**src/rtl/scan_seq8_pkg.sv**
```systemverilog
// Shared types and constants for the scan_seq8 keyboard-style line scanner.
package scan_seq8_pkg;

    typedef enum logic [1:0] {
        StIdle,
        StBlank,
        StDwell
    } state_t;

    typedef logic [2:0] line_t;

    // Decoder enable levels with both halves switched off
    localparam logic Ea1Idle  = 1'b0;
    localparam logic Ea2nIdle = 1'b1;
    localparam logic Eb1nIdle = 1'b1;
    localparam logic Eb2nIdle = 1'b1;

    localparam line_t LastLine = 3'd7;

endpackage

```
**src/rtl/scan_seq8_timer.sv**
```systemverilog
// Loadable down-counter; done is high on the final cycle of a loaded interval.
module scan_seq8_timer #(
    parameter int unsigned W = 3
) (
    input  logic         clk,
    input  logic         rst,
    input  logic         load,
    input  logic [W-1:0] load_val,
    output logic         done
);

    logic [W-1:0] cnt_q;

    always_ff @(posedge clk) begin
        if (rst) begin
            cnt_q <= '0;
        end else if (load) begin
            cnt_q <= load_val;
        end else if (cnt_q != '0) begin
            cnt_q <= cnt_q - 1'b1;
        end
    end

    assign done = (cnt_q == '0);

endmodule

```
**src/rtl/scan_seq8.sv**
```systemverilog
// Eight-line scanner driving a dual 2-to-4 decoder with break-before-make timing.
// Define SCAN_SEQ8_DEBOUNCE_EN to publish a frame only when it repeats the previous raw frame.
module scan_seq8
    import scan_seq8_pkg::*;
#(
    parameter int unsigned BLANK = 1,
    parameter int unsigned DWELL = 4
) (
    input  logic       clk,
    input  logic       rst,
    input  logic       start,
    input  logic       cont,
    output logic       busy,
    output logic       a0,
    output logic       a1,
    output logic       ea1,
    output logic       ea2_n,
    output logic       eb1_n,
    output logic       eb2_n,
    input  logic       sense_n,
    output logic [7:0] scan_data,
    output logic       scan_valid
);

    localparam int unsigned MaxLen = (BLANK > DWELL) ? BLANK : DWELL;
    localparam int unsigned TW     = $clog2(MaxLen + 1);

    state_t      state_q, state_d;
    line_t       line_q, line_d;
    logic [7:0]  shadow_q, shadow_d;
    logic [7:0]  scan_data_q;
    logic        scan_valid_q;
    logic        tmr_load;
    logic [TW-1:0] tmr_val;
    logic        tmr_done;
    logic        frame_end;
`ifdef SCAN_SEQ8_DEBOUNCE_EN
    logic [7:0]  prev_raw_q;
`endif

    scan_seq8_timer #(
        .W (TW)
    ) u_timer (
        .clk      (clk),
        .rst      (rst),
        .load     (tmr_load),
        .load_val (tmr_val),
        .done     (tmr_done)
    );

    always_comb begin
        state_d   = state_q;
        line_d    = line_q;
        shadow_d  = shadow_q;
        tmr_load  = 1'b0;
        tmr_val   = TW'(BLANK - 1);
        frame_end = 1'b0;
        unique case (state_q)
            StIdle: begin
                if (start) begin
                    state_d  = StBlank;
                    line_d   = '0;
                    tmr_load = 1'b1;
                end
            end
            StBlank: begin
                if (tmr_done) begin
                    state_d  = StDwell;
                    tmr_load = 1'b1;
                    tmr_val  = TW'(DWELL - 1);
                end
            end
            StDwell: begin
                if (tmr_done) begin
                    shadow_d[line_q] = ~sense_n;
                    tmr_load = 1'b1;
                    line_d   = line_q + 3'd1;
                    if (line_q == LastLine) begin
                        frame_end = 1'b1;
                        state_d   = cont ? StBlank : StIdle;
                    end else begin
                        state_d = StBlank;
                    end
                end
            end
            default: state_d = StIdle;
        endcase
    end

    always_ff @(posedge clk) begin
        if (rst) begin
            state_q      <= StIdle;
            line_q       <= '0;
            shadow_q     <= '0;
            scan_data_q  <= '0;
            scan_valid_q <= 1'b0;
`ifdef SCAN_SEQ8_DEBOUNCE_EN
            prev_raw_q   <= '0;
`endif
        end else begin
            state_q      <= state_d;
            line_q       <= line_d;
            shadow_q     <= shadow_d;
            scan_valid_q <= 1'b0;
            if (frame_end) begin
`ifdef SCAN_SEQ8_DEBOUNCE_EN
                if (shadow_d == prev_raw_q) begin
                    scan_data_q  <= shadow_d;
                    scan_valid_q <= 1'b1;
                end
                prev_raw_q <= shadow_d;
`else
                scan_data_q  <= shadow_d;
                scan_valid_q <= 1'b1;
`endif
            end
        end
    end

    // Address only moves on BLANK entry, so enables decode straight from registered state
    logic dwell_a, dwell_b;
    assign dwell_a = (state_q == StDwell) && !line_q[2];
    assign dwell_b = (state_q == StDwell) &&  line_q[2];

    assign ea1   = dwell_a ? 1'b1 : Ea1Idle;
    assign ea2_n = dwell_a ? 1'b0 : Ea2nIdle;
    assign eb1_n = dwell_b ? 1'b0 : Eb1nIdle;
    assign eb2_n = dwell_b ? 1'b0 : Eb2nIdle;

    assign a1         = line_q[1];
    assign a0         = line_q[0];
    assign busy       = (state_q != StIdle);
    assign scan_data  = scan_data_q;
    assign scan_valid = scan_valid_q;

endmodule
```
**config.mk**
```make
export PLATFORM = sky130hd
export DESIGN_NAME = scan_seq8
export DESIGN_NICKNAME = d
export VERILOG_FILES = /design/src/rtl/scan_seq8_pkg.sv /design/src/rtl/scan_seq8_timer.sv /design/src/rtl/scan_seq8.sv
export SDC_FILE = /design/constraint.sdc
export NUM_CORES = 1
export LEC_CHECK = 0
export ABC_AREA = 1
export BUFFER_PORTS_ARGS = -buffer_cell sky130_fd_sc_hd__buf_2
export CAP_MARGIN = 10
export CORE_MARGIN = 8
export CORE_UTILIZATION = 59
export DETAILED_ROUTE_END_ITERATION = 10
export PLACE_DENSITY_LB_ADDON = 0.08
export SLEW_MARGIN = 20
export SYNTH_ARGS = -nofsm -noshare
export SYNTH_HDL_FRONTEND = slang
export SYNTH_SLANG_ARGS = --single-unit
```
**constraint.sdc**
```tcl
create_clock -name clk -period 2.6 [get_ports clk]
set_clock_uncertainty 0.1 [all_clocks]
set_input_delay 0.39 -clock clk [delete_from_list [all_inputs] [get_ports clk]]
set_output_delay 0.39 -clock clk [all_outputs]
set_load 0.03 [all_outputs]
```
==> impl_metrics.env <==
export IMPL_place_area_sq_mm=0.00144
export IMPL_rsz0062_at_grt="false"
export IMPL_instances_no_fill=226
export IMPL_routed_via_count=1127
export IMPL_cp_arrival_ns=1.65
export IMPL_powerDensity_mw_per_mm2=827
export IMPL_cts_max_level=1
export IMPL_cts_resized=0
export IMPL_core_area_sq_mm=0.00219
export IMPL_cts_hold_buf=0
export IMPL_drc_errors=0
export IMPL_fillers=196
export IMPL_ant_nets=0
export IMPL_n_antenna_cell=0
export IMPL_dp_hpwl_um=1990
export IMPL_peakVddDrop_v=0.000537
export IMPL_synth_seq_area_share_pct=36.9
export IMPL_grt_pass1_wl_um=4890
export IMPL_cts_sinks=25
export IMPL_grt_ovfl_total=0
export IMPL_dp_slack_ns=0.836
export IMPL_tightest_slew_ns=0.495
export IMPL_start_util_pct=62.0
export IMPL_grt_max_degree=17
export IMPL_ys_top_cells_by_area="dfxtp_1 37%, nand2_1 10%, ha_1 8.3%, nand3_1 7.4%, inv_1 6.4%"
export IMPL_cts_tree="yes"
export IMPL_yosysTopAreaCellShare_pct=36.9
export IMPL_grt_pass1_vias=1158
export IMPL_drtPass1Iterations=4
export IMPL_routed_wl_um=2650
export IMPL_multi_input_area_sq_um=696
export IMPL_synth_compound_area_share_pct=12.0
export IMPL_layout_setup_ws_ns=0.462
export IMPL_crit_path_start_kind="register"
export IMPL_synth_edf_count=0
export IMPL_ys_ff_latch=25
export IMPL_cts_root_buffer="clkbuf_4"
export IMPL_antenna_found_initial=0
export IMPL_met1_usage_pct=17.2
export IMPL_p_leak_nw=0.693
export IMPL_vias_per_cell=4.99
export IMPL_gp_congestion=0.822
export IMPL_drt_iter0_markers=38
export IMPL_synth_top_area_cell="dfxtp_1"
export IMPL_cp_required_ns=2.11
export IMPL_placed_cells=222
export IMPL_maxCapViolations=0
export IMPL_cts_buffers=3
export IMPL_synthMuxAreaShare_pct=0
export IMPL_yosys_warnings=0
export IMPL_grt_use_total_pct=14.1
export IMPL_finalHoldViolCount=0
export IMPL_syn_nets=195
export IMPL_post_route_period_util_pct=82.2
export IMPL_busiest_layer="met2"
export IMPL_synthAdderAreaFrac_pct=8.29
export IMPL_fmax_ghz=0.468
export IMPL_cts_clk_slew_worst_paths_ns=0.14
export IMPL_utilization_pct=67.1
export IMPL_synthCells=181
export IMPL_syn_area_per_cell_sq_um=7.50
export IMPL_io_pins=21
export IMPL_syn_area_sq_mm=0.00136
export IMPL_synth_xor_area_share_pct=1.29
export IMPL_whs_ns=0.325
export IMPL_die_y_um=64.0
export IMPL_ys_types=27
export IMPL_slew_viol_final=0
export IMPL_finalSetupViolations=0
export IMPL_port_buffers=20
export IMPL_die_w_um=64.0
export IMPL_cp_end_kind="output pin"
export IMPL_outcome="complete, no violations"
export IMPL_nNetsFinal=213
export IMPL_synth_flop_cell="dfxtp_1"
export IMPL_met2_usage_pct=23.5
export IMPL_regArea_sq_um=500
export IMPL_relSlewSlack_pct=67.0
export IMPL_areaGrowthSynthToFinish_pct=8.29
export IMPL_total_power_mw=1.22
export IMPL_ctsLongestPathBuffers=2
export IMPL_dieArea_sq_mm=0.00409
export IMPL_yosys_area_share_simple_pct=29.7
export IMPL_synth_top_family_by_area="simple AND/OR/NAND/NOR gates"
export IMPL_period_minus_slack_ns=2.14
export IMPL_worst_setup_path_type="register to output pin"
export IMPL_min_path_type="primary input to register"
export IMPL_async_flop_share_pct=0
export IMPL_postCtsSetupRepairBufs=0
export IMPL_final_cell_area_sq_mm=0.00147
export IMPL_rows=17
export IMPL_setup_tns_ns=0
export IMPL_insertion_delay_ns=0.31
export IMPL_wl_per_cell_um=11.7
export IMPL_use_met3_pct=2.96
export IMPL_cp_max_fo=8
export IMPL_drive_gt1_share_pct=25.8
sequential cells by signal, indices dropped and copies added (netlist names):
signal,cells
state_q,2
shadow_q,8
scan_data,8
u_timer.cnt_q,3
scan_valid,1
line_q,3
cell families (layout without fill, tap and decap cells):
group,Yosys count,after routing
DFF,25,25
adders and majority gates,9,9
AOI/OAI and AO/OA,25,25
buffers and inverters,36,53
xor gates and xnor gates,2,2
and+or+nand+nor,84,84
worst paths after layout:
| kind | slack, ns | from | depth (start not counted) | to |
|---|---|---|---|---|
| min | 0.32 | rst | 2 | shadow_q[4] |
| max reg2reg | 0.86 | state_q[0] | 6 | scan_data[0] |
| max | 0.46 | state_q[0] | 6 | ea2_n |
| min reg2reg | 0.44 | scan_data[5] | 2 | scan_data[5] |
worst max-delay path, stage by stage, from the launching register on:
cell and delay [ns]:
dfxtp_1 0.37, inv_1 0.11, ha_1 0.35, inv_1 0.14, nor2_1 0.14, inv_1 0.05
buf_2 0.17
final cells by class:
type	instances	area share [%]
multi-input combinational	120	47.3
timing repair buffer	20	6.81
clock inverter	1	0.511
sequential	25	34.0
clock buffer	3	1.53
inverter	29	7.40
tap	28	2.38
placed cells by master, fill, tap and decap left out:
master,netlist,routed
a21oi_1,6,6
nand2_1,36,36
o21ai_1,1,1
nand3_1,20,20
xor2_1,2,2
ha_1,9,9
inv_2,6,6
nor2_8,1,1
nand2_4,1,1
nand3b_1,1,1
nand2_2,2,2
o21ai_2,3,3
nand3_2,1,1
nor3_1,1,1
nor2_1,14,14
clkinvlp_4,0,1
a21oi_2,7,7
o21ai_0,8,8
nor2_2,5,5
buf_2,0,20
clkbuf_4,0,3
dfxtp_1,25,25
inv_1,23,23
nand4_1,1,1
nor2_4,1,1
layer usage:
| layer | share of wire (%) | up-vias | wire (um) |
|---|---|---|---|
| li1 | - | 603 | - |
| met1 | 47 | 505 | 1260 |
| met2 | 48 | 17 | 1280 |
| met3 | 3.7 | 2 | 97 |
| met4 | 0.64 | 0 | 17 |
| met5 | 0 | - | 0 |
synthesized netlist by cell type (3+ instances only):
library cell / instances
nand3_1: 20
inv_1: 23
nand2_1: 36
ha_1: 9
o21ai_0: 8
dfxtp_1: 25
a21oi_1: 6
nor2_2: 5
nor2_1: 14
inv_2: 6
o21ai_2: 3
a21oi_2: 7
power by group:
part	internal (mW)	switching, mW
Clock	0.0586	0.114
Sequential	0.422	0.0378
Combinational	0.174	0.408
Total	0.655	0.561
No activity file was read; power rests on OpenSTA's default activity.
